**src/rtl/exponent_align_pipe_if.sv**
```systemverilog
// Operand/result bundle for exponent_align_pipe: input handshake and operands,
// output handshake and aligned results.
interface exponent_align_pipe_if #(
  parameter int unsigned ExponentSize = 8,
  parameter int unsigned MantissaSize = 24
);
  localparam int unsigned MaxShift   = MantissaSize + 3;
  localparam int unsigned ShiftWidth = $clog2(MaxShift + 1);

  logic                    InValid;
  logic                    InReady;
  logic [ExponentSize-1:0] Exponent1;
  logic [ExponentSize-1:0] Exponent2;
  logic [MantissaSize-1:0] Mantissa1;
  logic [MantissaSize-1:0] Mantissa2;
  logic                    OutValid;
  logic                    OutReady;
  logic [ExponentSize-1:0] LargeExponent;
  logic [MantissaSize-1:0] LargeMantissa;
  logic [MantissaSize+2:0] AlignedMantissa;
  logic [ShiftWidth-1:0]   Difference;
  logic                    Sign;
  logic                    ZeroFlag;
  logic                    Saturated;

  modport master (
    output InValid, Exponent1, Exponent2, Mantissa1, Mantissa2, OutReady,
    input  InReady, OutValid, LargeExponent, LargeMantissa, AlignedMantissa,
           Difference, Sign, ZeroFlag, Saturated
  );

  modport slave (
    input  InValid, Exponent1, Exponent2, Mantissa1, Mantissa2, OutReady,
    output InReady, OutValid, LargeExponent, LargeMantissa, AlignedMantissa,
           Difference, Sign, ZeroFlag, Saturated
  );
endinterface

```
**src/rtl/exponent_align_pipe.sv**
```systemverilog
// Two-stage exponent compare/swap and mantissa right-align for the FP adder.
// Define ALIGN_STICKY_EN to fold shifted-out bits into the sticky bit.
module exponent_align_pipe #(
  parameter int unsigned ExponentSize = 8,
  parameter int unsigned MantissaSize = 24
) (
  input logic                  Clk,
  input logic                  Reset,
  exponent_align_pipe_if.slave bus
);
  localparam int unsigned MaxShift   = MantissaSize + 3;
  localparam int unsigned ShiftWidth = $clog2(MaxShift + 1);
  localparam int unsigned ExtWidth   = MantissaSize + 3;

  logic v1Q, v2Q;
  logic ready1, ready2;

  // Stage 1 registers
  logic [ExponentSize-1:0] largeExpQ;
  logic [MantissaSize-1:0] largeMantQ;
  logic [MantissaSize-1:0] smallMantQ;
  logic [ShiftWidth-1:0]   diffQ;
  logic                    signQ, zeroQ, satQ;

  // Stage 2 (output) registers
  logic [ExponentSize-1:0] outExpQ;
  logic [MantissaSize-1:0] outMantQ;
  logic [ExtWidth-1:0]     outAlignedQ;
  logic [ShiftWidth-1:0]   outDiffQ;
  logic                    outSignQ, outZeroQ, outSatQ;

  logic                    swap;
  logic [ExponentSize-1:0] rawDiff;
  logic                    rawSat;
  logic [ShiftWidth-1:0]   diffD;

  logic [ExtWidth-1:0]     ext;
  logic [ExtWidth-1:0]     shifted;
  logic [ExtWidth-1:0]     alignedD;

  assign ready2      = !v2Q || bus.OutReady;
  assign ready1      = !v1Q || ready2;
  assign bus.InReady = ready1;
  assign bus.OutValid = v2Q;

  always_comb begin
    swap    = bus.Exponent2 > bus.Exponent1;
    rawDiff = swap ? (bus.Exponent2 - bus.Exponent1) : (bus.Exponent1 - bus.Exponent2);
    rawSat  = 32'(rawDiff) >= MaxShift;
    diffD   = rawSat ? ShiftWidth'(MaxShift) : ShiftWidth'(rawDiff);
  end

`ifdef ALIGN_STICKY_EN
  logic [ExtWidth-1:0] lostMask;
`endif

  always_comb begin
    ext      = {smallMantQ, 3'b000};
    shifted  = ext >> diffQ;
    alignedD = satQ ? '0 : {shifted[ExtWidth-1:1], 1'b0};
`ifdef ALIGN_STICKY_EN
    // Shift by the full width yields an all-ones mask, i.e. OR of the whole mantissa.
    lostMask    = ~({ExtWidth{1'b1}} << diffQ);
    alignedD[0] = shifted[0] | (|(ext & lostMask));
`else
    alignedD[0] = shifted[0];
`endif
  end

  always_ff @(posedge Clk or posedge Reset) begin
    if (Reset) begin
      v1Q         <= 1'b0;
      v2Q         <= 1'b0;
      largeExpQ   <= '0;
      largeMantQ  <= '0;
      smallMantQ  <= '0;
      diffQ       <= '0;
      signQ       <= 1'b0;
      zeroQ       <= 1'b0;
      satQ        <= 1'b0;
      outExpQ     <= '0;
      outMantQ    <= '0;
      outAlignedQ <= '0;
      outDiffQ    <= '0;
      outSignQ    <= 1'b0;
      outZeroQ    <= 1'b0;
      outSatQ     <= 1'b0;
    end else begin
      if (ready1) begin
        v1Q <= bus.InValid;
        if (bus.InValid) begin
          largeExpQ  <= swap ? bus.Exponent2 : bus.Exponent1;
          largeMantQ <= swap ? bus.Mantissa2 : bus.Mantissa1;
          smallMantQ <= swap ? bus.Mantissa1 : bus.Mantissa2;
          diffQ      <= diffD;
          signQ      <= swap;
          zeroQ      <= bus.Exponent1 == bus.Exponent2;
          satQ       <= rawSat;
        end
      end
      if (ready2) begin
        v2Q <= v1Q;
        if (v1Q) begin
          outExpQ     <= largeExpQ;
          outMantQ    <= largeMantQ;
          outAlignedQ <= alignedD;
          outDiffQ    <= diffQ;
          outSignQ    <= signQ;
          outZeroQ    <= zeroQ;
          outSatQ     <= satQ;
        end
      end
    end
  end

  assign bus.LargeExponent   = outExpQ;
  assign bus.LargeMantissa   = outMantQ;
  assign bus.AlignedMantissa = outAlignedQ;
  assign bus.Difference      = outDiffQ;
  assign bus.Sign            = outSignQ;
  assign bus.ZeroFlag        = outZeroQ;
  assign bus.Saturated       = outSatQ;
endmodule
```
**src/flat_wrapper.sv**
```systemverilog
// flat-port wrapper written by rule: the top's interface ports become plain ports
module exponent_align_pipe_flat 
#(
  parameter int unsigned ExponentSize = 8,
  parameter int unsigned MantissaSize = 24
)
  (Clk, Reset, bus_InValid, bus_Exponent1, bus_Exponent2, bus_Mantissa1, bus_Mantissa2, bus_OutReady, bus_InReady, bus_OutValid, bus_LargeExponent, bus_LargeMantissa, bus_AlignedMantissa, bus_Difference, bus_Sign, bus_ZeroFlag, bus_Saturated);
  exponent_align_pipe_if #(.ExponentSize(ExponentSize), .MantissaSize(MantissaSize)) bus_i ();
  input logic Clk;
  input logic Reset;
  input wire logic [$bits(bus_i.InValid)-1:0] bus_InValid;
  input wire logic [$bits(bus_i.Exponent1)-1:0] bus_Exponent1;
  input wire logic [$bits(bus_i.Exponent2)-1:0] bus_Exponent2;
  input wire logic [$bits(bus_i.Mantissa1)-1:0] bus_Mantissa1;
  input wire logic [$bits(bus_i.Mantissa2)-1:0] bus_Mantissa2;
  input wire logic [$bits(bus_i.OutReady)-1:0] bus_OutReady;
  output wire logic [$bits(bus_i.InReady)-1:0] bus_InReady;
  output wire logic [$bits(bus_i.OutValid)-1:0] bus_OutValid;
  output wire logic [$bits(bus_i.LargeExponent)-1:0] bus_LargeExponent;
  output wire logic [$bits(bus_i.LargeMantissa)-1:0] bus_LargeMantissa;
  output wire logic [$bits(bus_i.AlignedMantissa)-1:0] bus_AlignedMantissa;
  output wire logic [$bits(bus_i.Difference)-1:0] bus_Difference;
  output wire logic [$bits(bus_i.Sign)-1:0] bus_Sign;
  output wire logic [$bits(bus_i.ZeroFlag)-1:0] bus_ZeroFlag;
  output wire logic [$bits(bus_i.Saturated)-1:0] bus_Saturated;
  assign bus_i.InValid = bus_InValid;
  assign bus_i.Exponent1 = bus_Exponent1;
  assign bus_i.Exponent2 = bus_Exponent2;
  assign bus_i.Mantissa1 = bus_Mantissa1;
  assign bus_i.Mantissa2 = bus_Mantissa2;
  assign bus_i.OutReady = bus_OutReady;
  assign bus_InReady = bus_i.InReady;
  assign bus_OutValid = bus_i.OutValid;
  assign bus_LargeExponent = bus_i.LargeExponent;
  assign bus_LargeMantissa = bus_i.LargeMantissa;
  assign bus_AlignedMantissa = bus_i.AlignedMantissa;
  assign bus_Difference = bus_i.Difference;
  assign bus_Sign = bus_i.Sign;
  assign bus_ZeroFlag = bus_i.ZeroFlag;
  assign bus_Saturated = bus_i.Saturated;
  exponent_align_pipe #(.ExponentSize(ExponentSize), .MantissaSize(MantissaSize)) u_core (.Clk(Clk), .Reset(Reset), .bus(bus_i));
endmodule
```
**config.mk**
```make
export PLATFORM = sky130hd
export DESIGN_NAME = exponent_align_pipe_flat
export DESIGN_NICKNAME = d
export VERILOG_FILES = /design/src/rtl/exponent_align_pipe_if.sv /design/src/rtl/exponent_align_pipe.sv /design/src/flat_wrapper.sv
export SDC_FILE = /design/constraint.sdc
export NUM_CORES = 1
export LEC_CHECK = 0
export CORE_ASPECT_RATIO = 1.2
export CORE_MARGIN = 1.5
export CORE_UTILIZATION = 48
export CTS_CLUSTER_DIAMETER = 50
export DETAILED_ROUTE_END_ITERATION = 8
export PLACE_DENSITY = 0.77
export SLEW_MARGIN = 30
export SYNTH_ARGS = -nofsm -noshare
export SYNTH_HDL_FRONTEND = slang
export SYNTH_SLANG_ARGS = --single-unit
export TNS_END_PERCENT = 100
```
**constraint.sdc**
```tcl
create_clock -name Clk -period 4.7 [get_ports Clk]
set_input_delay 1.41 -clock Clk [delete_from_list [all_inputs] [get_ports Clk]]
set_output_delay 1.41 -clock Clk [all_outputs]
set_load 0.02 [all_outputs]
```
# Yosys cells after proc, flatten, opt, wreduce, memory -nomap -nowiden
# Cells that the tools add are included.
[word_totals]
register_bits = 133
input_bits = 68
out_inout_bits = 69
[classes]
addsub = 2
order_cmp = 2
n_eq_ne = 1
shifts = 1
n_mux = 6
reduce_logical = 6
[ops]
columns = ["op", "count"]
rows = [
  ["$mux W24", 2],
  ["$mux W27", 1],
  ["$shr A27 B5 Y27", 1],
  ["$mux W8", 2],
  ["$sub A8 B8 Y8", 2],
  ["$eq A8 B8 Y1", 1],
  ["$ge A8 B5 Y1 const B", 1],
  ["$gt A8 B8 Y1", 1],
  ["$mux W5", 1],
  ["$reduce_and A2 Y1", 2],
  ["$logic_not A1 Y1", 2],
  ["$logic_or A1 B1 Y1", 2],
]

# Longest topological paths before layout
# Gate-level depths: netlist (run 1).
[depth]
word_depth = 4
depth_mapped = 13
mapped_depth_nobuf = 11

# Least setup slack after synthesis (run 1)
# No wires, ideal clock.
[synth_timing]
path_kind = "input -> register"
start = "in bus_Exponent2[0]"
end = "reg u_core.diffQ[3]"
t_arrival_ps = 3299
required_ps = 4568
slack_ps = 1269
path_stages = 12
n_path_buf = 1
path_cell_list = "inv_1 ha_1 inv_1 fa_1 nand3_4 a21oi_1 o21ai_2 buf_6 mux2_2 a31oi_1 xor2_1 a31oi_1"
[synth_between]
elab_chain_cells = 4
elab_cells_between_ends = 6
classes_between = "2 x add/sub; 2 x order compare; 2 x mux"
[synth_rtl]
columns = ["item", "line", "source"]
rows = [
  ["start, declared", "flat_wrapper.sv:13", "input wire logic [$bits(bus_i.Exponent2)-1:0] bus_Exponent2;"],
  ["$sub A8 B8 Y8 or $gt A8 B8 Y1 (tied branches)", "exponent_align_pipe.sv:48, exponent_align_pipe.sv:47", ""],
  ["$mux W8 *", "exponent_align_pipe.sv:48", "rawDiff = swap ? (bus.Exponent2 - bus.Exponent1) : (bus.Exponent1 - bus.Exponent2);"],
  ["$ge A8 B5 Y1", "exponent_align_pipe.sv:49", "rawSat = 32'(rawDiff) >= MaxShift;"],
  ["$mux W5 *", "exponent_align_pipe.sv:50", "diffD = rawSat ? ShiftWidth'(MaxShift) : ShiftWidth'(rawDiff);"],
  ["end signal, assigned", "exponent_align_pipe.sv:95", "diffQ <= diffD;"],
  ["end, declared", "exponent_align_pipe.sv:22", "logic [ShiftWidth-1:0] diffQ;"],
]
# Mark *: on every way between the ends. The rest lies on a longest branch, timed or not.
# A chain may end at the register's enable or synchronous reset.

# Final worst setup path (run 1)
[layout_timing]
start = "in bus_OutReady"
end = "out bus_InReady"
[layout_between]
elab_chain_cells = 2
[layout_rtl]
columns = ["item", "line", "source"]
rows = [
  ["start, declared", "flat_wrapper.sv:16", "input wire logic [$bits(bus_i.OutReady)-1:0] bus_OutReady;"],
  ["$logic_or A1 B1 Y1", "exponent_align_pipe.sv:41", "assign ready2 = !v2Q || bus.OutReady;"],
  ["$logic_or A1 B1 Y1", "exponent_align_pipe.sv:42", "assign ready1 = !v1Q || ready2;"],
  ["end, declared", "flat_wrapper.sv:17", "output wire logic [$bits(bus_i.InReady)-1:0] bus_InReady;"],
]
# No other way between the ends.

==> flow_summary.toml, run 1 <==
[synthesis]
synth_edf_count = 0
syn_inst = 718
synth_warnings = 0
async_reset_ff_frac = 1.00
seq_area_frac_synth = 0.449
ys.flop_type = "dfrtp_1"
syn_area_per_cell_um2 = 10.3
synthDistinctLibCells = 55
syn_area_mm2 = 0.00742
syn_nets = 803
synth-seq-cells = 133

[timing]
worstMarginPinSlew_ps = 868
finalSetupViolCount = 0
tns_ps = 0
finalHoldViolCount = 0
period_needed_ps = 4250
report.final.slew_viol_count = 0
slew_headroom = 0.421
rsz0062_at_grt = "false"
max_freq_mhz = 236
fin_ws_ps = 455
clock_skew_ps = 8.07
fin_crit_sh = 0.903

[cells_and_area]
nFillCells = 1223
final_common_cell = "clkdlybuf4s50_1"
fin_cells = 1045
final_cell_mix = "clkdlybuf4s50_1 (136), dfrtp_1 (133), nand2_1 (92)"
final_core_util = 0.632
num_antenna_cells = 0
layout-drive-gt1-share = 0.137
num-nets-final = 913
stdcell_area_mm2 = 0.00950
syn_to_final_growth_pct = 28.0

[clocking]
clk_pin_slew_worst_paths_ps = 50
h-tree-depth = 4
cts_buffer_depth = 2
cts_setup_buffers = 0
hold_buffers = 0
cts_tree = "built"
cts-resized-gates = 0
cts.root.buffer_cell = "clkbuf_16"
cts_buffers = 17
cts.sinks = 133
clock_latency_ps = 430

[setup_path]
endpoint = "bus_InReady"
critPathLaunchType = "input pin"
critPathLaunch = "bus_OutReady"
r2r_slack_ps = 1920
arrival_ps = 2840
r2r-start = "u_core.diffQ[1]"
cpMostUsedCell = "clkdlybuf4s50_1"
path_depth = 3
r2r_end = "u_core.bus.AlignedMantissa[0]"
critical-path-slowest-cell = "clkdlybuf4s50_1"
critPathMaxFanout = 4
r2r_cells = 7
worstPathCellList = "clkdlybuf4s50_1 > nand3b_1 > clkdlybuf4s50_1"
critPathRequiredTime_ps = 3290
cpLargestDelayFamily = "buffers and inverters"
cpPeakStageDelay_ps = 680
worst_setup_path_end_kind = "output pin"
crit_type = "in -> out"
cp_num_buf_inv = 2

[global_route]
grt_first_pass_wirelength_um = 28500
antenna_found_initial = 0
overflow = 0
grt_usage = 0.226
grt_max_degree = 118
grt_pass1_vias = 5852

[placement]
io_buffers = 136
routabilityCongestion = 0.879
place_ws_ps = 436
dpl-instance-area_mm2 = 0.00887
hpwl_um = 12600
dpl.cell_count = 1013

[power_and_ir_drop]
ir_drop_uv = 352
leakage_nw = 4.32
power_density_mw_per_mm2 = 425

[routing]
wl_per_cell_um = 16.6
drtIter0Drc = 361
drt-vias-per-instance = 5.56
ant_nets = 0
drc_errors = 0
wirelength_um = 17400
first_pass_iters = 5
vias = 5809

[floorplanning]
die_height_um = 139
io_pins = 137
floorplan.initialDensity = 0.494
rows = 49
die_w_um = 116
die_area_mm2 = 0.0162
core_mm2 = 0.0150

[job]
drv_cap = 0

[min_path]
min_path_cells = 2
hold_class = "reg -> reg"

[outcome]
status = "complete, no violations"
==> worst min path at each step <==
stage                                              start                              to  slack, ps
after global routing      u_core.bus.AlignedMantissa[14]  u_core.bus.AlignedMantissa[14]        510
after CTS                  u_core.bus.AlignedMantissa[5]   u_core.bus.AlignedMantissa[5]        480
after floorplan                      u_core.largeExpQ[0]             u_core.largeExpQ[0]        450
after global placement              u_core.largeMantQ[2]            u_core.largeMantQ[2]        460
after detailed placement   u_core.bus.AlignedMantissa[5]   u_core.bus.AlignedMantissa[5]        470
final                      u_core.bus.AlignedMantissa[5]   u_core.bus.AlignedMantissa[5]        470
==> logic make-up (layout without fill, tap and decap cells) <==
group                    Yosys count  count (layout)  share of synthesized area
multiplexers                     147             147                      0.228
AO/OA/AOI/OAI                    167             167                      0.133
buffers and inverters             75             198                     0.0481
AND/OR/NAND/NOR                  173             173                      0.105
adder cells (fa/ha/maj)           17              17                     0.0307
XOR/XNOR                           6               6                    0.00708
flip-flops                       133             133                      0.449
==> through the flow <==
| stage | hold slack [ps] | power [mW] |
|---|---|---|
| 2_1_floorplan | 446 | 2.23 |
| 3_3_place_gp | 458 | 2.63 |
| 3_5_place_dp | 465 | 2.67 |
| 4_1_cts | 478 | 4.07 |
| 5_1_grt | 509 | 4.24 |
| 6_report | 466 | 4.03 |
==> area by class of cell <==
type                            instances  area (um2)  share of cell area
Sequential cell                       133        3330               0.351
Inverter                               22        86.3             0.00909
Multi-Input combinational cell        510        3760               0.396
Clock buffer                           21         470              0.0495
Timing Repair Buffer                  144        1450               0.152
Tap cell                              204         255              0.0269
Clock inverter                         11         149              0.0157
==> worst min-delay path: cells and delay by family, from the launching register on <==
family,cells,cell delay (ps)
flops,1,340
simple gates,2,100
==> Yosys cell counts (all sizes together) (5+ instances only) <==
cell type / n / area, um2
a211oi: 6 / 45.0
dfrtp: 133 / 3330
buf: 28 / 180
nand3: 5 / 37.5
a21oi: 32 / 160
nor3: 5 / 25.0
and2: 7 / 46.3
mux2i: 81 / 823
mux2: 55 / 619
nor2: 34 / 128
o21ai: 88 / 444
nand3b: 5 / 37.5
inv: 22 / 82.6
clkbuf: 25 / 93.8
mux4: 11 / 248
nor2b: 7 / 43.8
a22o: 12 / 105
nand2: 94 / 353
ha: 15 / 188
==> state kept, by name, summed over array words and instances (netlist names) <==
register and cells:
u_core.signQ 1, u_core.bus.LargeExponent 8, u_core.largeExpQ 8, u_core.bus.Sign 1, u_core.diffQ 5, u_core.v1Q 1, u_core.zeroQ 1, u_core.satQ 1
u_core.bus.AlignedMantissa 27, u_core.bus.Saturated 1, u_core.bus.ZeroFlag 1, u_core.bus.Difference 5, u_core.bus.OutValid 1, u_core.smallMantQ 24, u_core.largeMantQ 24, u_core.bus.LargeMantissa 24
==> layer usage <==
metal	part of all wire	global-route usage	vias up	wire [um]
li1	-	-	2769	-
met5	0	0	-	0
met1	0.42	0.285	2838	7370
met3	0.051	0.0608	28	881
met2	0.51	0.371	174	8850
met4	0.017	0.0789	0	295
==> power breakdown <==
group,total [mW],switching (mW),internal [mW]
Combinational,1.17,0.590,0.575
Clock,1.38,0.501,0.877
Sequential,1.49,0.154,1.33
Total,4.03,1.25,2.79
No activity file was read; power rests on OpenSTA's default activity.
==> inputs of run 2 (changes only) <==
--- a/config.mk
+++ b/config.mk
@@ -5,12 +5,14 @@
 export SDC_FILE = /design/constraint.sdc
 export NUM_CORES = 1
 export LEC_CHECK = 0
+export CELL_PAD_IN_SITES_DETAIL_PLACEMENT = 0
+export CELL_PAD_IN_SITES_GLOBAL_PLACEMENT = 1
 export CORE_ASPECT_RATIO = 1.2
 export CORE_MARGIN = 1.5
-export CORE_UTILIZATION = 48
+export CORE_UTILIZATION = 35
 export CTS_CLUSTER_DIAMETER = 50
 export DETAILED_ROUTE_END_ITERATION = 8
-export PLACE_DENSITY = 0.77
+export PLACE_DENSITY_LB_ADDON = 0.1
 export SLEW_MARGIN = 30
 export SYNTH_ARGS = -nofsm -noshare
 export SYNTH_HDL_FRONTEND = slang
==> run 2 against run 1 <==
  * Sequential power about the same
  * Sequential cell count did not move
  * Total power is 1.4% lower
  * Largest power group unchanged
  * Register-to-register slack improved by 150 ps
  * Via count shrank 3.1%
==> flow_summary.toml, run 2 (same netlist as run 1, synthesis figures left out) <==
[outcome]
status = "complete, no violations"

[clocking]
h-tree-depth = 4
cts_buffer_depth = 2
clock_latency_ps = 420
clk_pin_slew_worst_paths_ps = 50
cts_buffers = 17
cts.sinks = 133
cts_tree = "built"
cts_setup_buffers = 0
cts.root.buffer_cell = "clkbuf_16"
hold_buffers = 0
cts-resized-gates = 0

[global_route]
grt_first_pass_wirelength_um = 30800
grt_pass1_vias = 5728
grt_max_degree = 134
grt_usage = 0.179
overflow = 0
antenna_found_initial = 0

[setup_path]
critPathRequiredTime_ps = 3290
cpMostUsedCell = "clkdlybuf4s50_1"
critPathMaxFanout = 4
worstPathCellList = "clkdlybuf4s50_1 > nand3b_1 > clkdlybuf4s50_1"
critPathLaunchType = "input pin"
critical-path-slowest-cell = "clkdlybuf4s50_1"
worst_setup_path_end_kind = "output pin"
cpPeakStageDelay_ps = 670
crit_type = "in -> out"
arrival_ps = 2830

[placement]
routabilityCongestion = 0.786
hpwl_um = 13300
io_buffers = 136
dpl.cell_count = 1078

[timing]
finalSetupViolCount = 0
holdWs_ps = 466
clock_skew_ps = 7.66
finalHoldViolCount = 0
max_freq_mhz = 236
worstMarginPinSlew_ps = 783
report.final.slew_viol_count = 0
slew_headroom = 0.474
period_needed_ps = 4240
fin_crit_sh = 0.902
tns_ps = 0
rsz0062_at_grt = "false"

[cells_and_area]
nFillCells = 2026
syn_to_final_growth_pct = 28.5
fin_cells = 1110
num-nets-final = 912
final_cell_mix = "clkdlybuf4s50_1 (136), dfrtp_1 (133), nand2_1 (92)"
largest_register_ffs = 27
final_core_util = 0.456
layout-drive-gt1-share = 0.135
num_antenna_cells = 0
final_common_cell = "clkdlybuf4s50_1"

[routing]
first_pass_iters = 5
drtIter0Drc = 322
wirelength_um = 18600
drt-vias-per-instance = 5.07
wl_per_cell_um = 16.8
ant_nets = 0
drc_errors = 0
vias = 5627

[min_path]
hold_class = "reg -> reg"

[floorplanning]
io_pins = 137
die_area_mm2 = 0.0221
floorplan.initialDensity = 0.355
core_mm2 = 0.0209
die_w_um = 136
die_height_um = 162
rows = 58

[power_and_ir_drop]
power_frac_comb = 0.294
power_density_mw_per_mm2 = 417
pwr-share-clk = 0.331
p_sw_frac = 0.317
ir_drop_uv = 252
leakage_nw = 4.30
p_int_mw = 2.72
power_mw = 3.98
power.switching_mw = 1.26
seq_power_share = 0.374

[job]
drv_cap = 0
-- run 2: cell types whose count changed in the layout (fill, tap and decap cells not counted) --
cell,before,now
buf_4,6,5
bufinv_16,3,2
clkbuf_1,1,2
clkbuf_8,3,2
clkinv_2,2,3
clkinv_4,2,1
inv_6,1,2
-- run 2: worst max-delay path, delay by kind of cell --
| family | cells | cell delay (ps) |
|---|---|---|
| buf+inv | 2 | 1150 |
| simple gates | 1 | 270 |
-- run 2: power by group through the flow --
stage | clock, mW | combinational, mW | sequential (mW)
final | 1.32 | 1.17 | 1.49
after global routing | 1.41 | 1.28 | 1.52
after CTS | 1.36 | 1.19 | 1.49
after detailed placement | 0 | 1.18 | 1.51
after global placement | 0 | 1.17 | 1.50
after floorplan | 0 | 0.668 | 1.57
-- run 2: metal layers --
metal / part of all wire / GRT usage / routed length, um / up-vias
li1: - / - / - / 2772
met1: 0.44 / 0.227 / 8270 / 2719
met2: 0.50 / 0.307 / 9380 / 120
met3: 0.041 / 0.0395 / 766 / 16
met4: 0.011 / 0.0508 / 204 / 0
met5: 0 / 0 / 0 / -
-- run 2: final timing paths --
kind                                                from  slack, ps                            end  cells past startpoint
min reg2reg                u_core.bus.AlignedMantissa[5]        470  u_core.bus.AlignedMantissa[5]                      2
max                                         bus_OutReady        460                    bus_InReady                      3
min                        u_core.bus.AlignedMantissa[5]        470  u_core.bus.AlignedMantissa[5]                      2
max in group asynchronous                          Reset       2630            u_core.largeExpQ[2]                      3
min in group asynchronous                          Reset       1560       u_core.bus.Difference[2]                      3
max reg2reg                              u_core.diffQ[1]       2070  u_core.bus.AlignedMantissa[5]                      6
-- run 2: layout make-up --
class | count | area, um2 | area share
Multi-Input combinational cell | 510 | 3760 | 0.394
Sequential cell | 133 | 3330 | 0.349
Timing Repair Buffer | 143 | 1440 | 0.151
Clock buffer | 21 | 460 | 0.0483
Tap cell | 270 | 338 | 0.0354
Clock inverter | 11 | 124 | 0.0130
Inverter | 22 | 86.3 | 0.00905
-- run 2: metrics by stage --
stage,area [um2],worst slack [ps]
finish,9540,459
global route,9540,399
CTS,9540,446
detailed placement,8950,450
global placement,8940,449
floorplan,7420,1270
==> inputs of run 3 (changes only) <==
--- a/config.mk
+++ b/config.mk
@@ -5,6 +5,8 @@
 export SDC_FILE = /design/constraint.sdc
 export NUM_CORES = 1
 export LEC_CHECK = 0
+export ABC_AREA = 1
+export ABC_CLOCK_PERIOD_IN_PS = 3580
 export CELL_PAD_IN_SITES_DETAIL_PLACEMENT = 0
 export CELL_PAD_IN_SITES_GLOBAL_PLACEMENT = 1
 export CORE_ASPECT_RATIO = 1.2
==> constraint.sdc (replaced) <==
create_clock -name Clk -period 3.58 [get_ports Clk]
set_input_delay 1.074 -clock Clk [delete_from_list [all_inputs] [get_ports Clk]]
set_output_delay 1.074 -clock Clk [all_outputs]
set_load 0.02 [all_outputs]
==> run 3 against run 2 <==
  * Critical path depth rose by 1
  * Combinational power rose by 59%
  * Non-clock buffer count rose by 14
  * Clock skew rose by 1.4 ps
  * Sequential share of layout area fell by 0.23 points
  * Worst setup slack got worse by 240 ps
  * Count of clock-buffer cells in the layout fell by 3
  * Sequential power rose by 34%
  * First-iteration DRC count rose by 3.1%
  * Total power rose by 42%
  * Via count rose by 18%
  * Global-route usage rose by 1.9 points
  * Critical endpoint unchanged
  * Highest routed layer unchanged
==> flow_summary.toml, run 3 <==
[cells_and_area]
largest_register_ffs = 27
layout-drive-gt1-share = 0.0684
stdcell_area_mm2 = 0.00960
final_common_cell = "nand2_1"
multiInputGateArea_mm2 = 0.00334
final_cell_mix = "nand2_1 (248), o21ai_0 (168), clkdlybuf4s50_1 (136)"
nFillCells = 2102
num-nets-final = 1183
num_antenna_cells = 0
syn_to_final_growth_pct = 30.3
layout.area.seq_mm2 = 0.00333
final_core_util = 0.469

[setup_path]
cpLargestDelayFamily = "buffers and inverters"
critPathRequiredTime_ps = 2510
worstPathCellList = "clkdlybuf4s50_1 > inv_1 > nand3_1 > clkdlybuf4s50_1"
critPathLaunchType = "input pin"
worst_setup_path_end_kind = "output pin"
r2r_slack_ps = 1390
arrival_ps = 2280
r2r-start = "u_core.diffQ[1]"
cpMostUsedCell = "clkdlybuf4s50_1"
r2r_cells = 9
critPathMaxFanout = 3
crit_type = "in -> out"
critical-path-slowest-cell = "clkdlybuf4s50_1"
r2r_end = "u_core.bus.AlignedMantissa[10]"
cpPeakStageDelay_ps = 620
cp_num_buf_inv = 3

[synthesis]
yosys.area_share.adder = 0.0309
yosysMostFrequentCell = "nand2_1"
synth_top_cell_area_share = 0.452
synth_mux_area_frac = 0.00951
async_reset_ff_frac = 1.00
synthTopCellsByCount = "nand2_1 (249), o21ai_0 (168), dfrtp_1 (133)"
synth_edf_count = 0
synth-seq-cells = 133
synth_area_leader_cell = "dfrtp_1"
syn_inst = 981
synth-simple-area-share = 0.211
synth_compound_area_frac = 0.195
seq_area_frac_synth = 0.452
syn_area_mm2 = 0.00737
yosys-top-cells-area = "dfrtp_1 (45%), nand2_1 (13%), o21ai_0 (11%)"
syn_area_per_cell_um2 = 7.51
synthDistinctLibCells = 38
ys.flop_type = "dfrtp_1"
synth_xor_area_frac = 0.00595
synth_top_family_by_area = "simple AND/OR/NAND/NOR gates"
syn_nets = 1066
synth_warnings = 0

[placement]
routabilityCongestion = 0.809
dpl-instance-area_mm2 = 0.00900
io_buffers = 136
hpwl_um = 15100

[clocking]
h-tree-depth = 4
clk_pin_slew_worst_paths_ps = 60
cts_buffer_depth = 2
cts.sinks = 133
cts_buffers = 17
clock_latency_ps = 420
cts.root.buffer_cell = "clkbuf_16"
cts_setup_buffers = 0
hold_buffers = 0
cts_tree = "built"
cts-resized-gates = 0

[min_path]
hold_start = "u_core.bus.AlignedMantissa[13]"
min_path_cells = 2
hold_class = "reg -> reg"
whs_endpoint = "u_core.bus.AlignedMantissa[13]"

[timing]
worstMarginPinSlew_ps = 784
clock_skew_ps = 9.08
max_freq_mhz = 298
slew_headroom = 0.477
fin_crit_sh = 0.938
rsz0062_at_grt = "false"
tns_ps = 0
period_needed_ps = 3360
finalHoldViolCount = 0
finalSetupViolCount = 0
report.final.slew_viol_count = 0

[floorplanning]
rows = 57
core_mm2 = 0.0205
die_height_um = 162
die_w_um = 135
floorplan.initialDensity = 0.360
die_area_mm2 = 0.0219
io_pins = 137

[job]
drv_cap = 0

[routing]
drt-vias-per-instance = 4.82
maxUsedRoutingLayer = "met4"
first_pass_iters = 5
drtIter0Drc = 332
drc_errors = 0
wl_met2_um = 9340
wl_met1_um = 10200
ant_nets = 0
wl_per_cell_um = 14.9
wl_met3_um = 736
wirelength_um = 20500
vias = 6636

[outcome]
status = "complete, no violations"

[global_route]
grt_max_degree = 57
grt_usage = 0.198
grt_pass1_vias = 6435
overflow = 0
antenna_found_initial = 0
grt_first_pass_wirelength_um = 34000

[power_and_ir_drop]
leakage_nw = 4.51
ir_drop_uv = 347
power_density_mw_per_mm2 = 587
-- run 3: changes by cell type after synthesis, moves of 11 or more --
cell	delta
nand2_1	+155
inv_1	+90
o21ai_0	+82
mux2i_1	-73
mux2_2	-55
o22ai_1	+37
nand3_1	+34
nor2_1	+32
a22o_1	-11
mux4_2	-11
-- run 3: kinds of logic after synthesis --
kind of cell             count (synthesis)
AND/OR/NAND/NOR                        376
AO/OA/AOI/OAI                          268
buffers and inverters                  175
flip-flops                             133
adder cells (fa/ha/maj)                 17
multiplexers                             7
XOR/XNOR                                 5
-- run 3: how the worst max path moves through the flow --
stage,startpoint,endpoint,slack (ps),cells past startpoint
2_1_floorplan,bus_Exponent2[0],u_core.diffQ[0],830,17
3_3_place_gp,bus_Exponent2[0],u_core.diffQ[0],90,17
3_5_place_dp,bus_Exponent2[0],u_core.diffQ[1],50,17
4_1_cts,bus_OutReady,bus_InReady,210,4
5_1_grt,bus_OutReady,bus_InReady,150,4
6_report,bus_OutReady,bus_InReady,220,4
-- run 3: power by group --
| part | internal (mW) | leakage (nW) | switching, mW | total [mW] |
|---|---|---|---|---|
| Clock | 1.05 | 0.278 | 0.733 | 1.78 |
| Sequential | 1.81 | 1.65 | 0.182 | 1.99 |
| Combinational | 0.739 | 2.58 | 1.13 | 1.86 |
| Total | 3.59 | 4.51 | 2.04 | 5.63 |
-- run 3: worst reg2reg max path, delay by kind of cell (launching register included) --
| kind | cells | cell delay [ps] |
|---|---|---|
| compound gates | 3 | 500 |
| buf+inv | 1 | 360 |
| flops | 1 | 670 |
| simple gates | 5 | 630 |
-- run 3: cell type report --
type | count | share of cell area
clock inverter | 14 | 0.0172
clock buffer | 18 | 0.0447
tap | 265 | 0.0345
sequential | 133 | 0.347
inverter | 116 | 0.0458
multi-input combinational | 673 | 0.348
timing repair buffer | 157 | 0.163
-- run 3: layer usage --
| layer | global-route usage | up-vias |
|---|---|---|
| li1 | - | 3433 |
| met1 | 0.281 | 3056 |
| met2 | 0.313 | 134 |
| met3 | 0.0340 | 13 |
| met4 | 0.0513 | 0 |
| met5 | 0 | - |
-- run 3: stage by stage --
step / setup slack, ps / power, mW / std cells / hold WS [ps]
final: 222 / 5.63 / 1376 / 477
after global routing: 149 / 6.01 / 1376 / 493
after CTS: 210 / 5.70 / 1376 / 483
after global placement: 86.9 / 3.89 / 1344 / 466
after floorplan: 828 / 3.13 / 981 / 442
after detailed placement: 52.4 / 3.90 / 1344 / 468
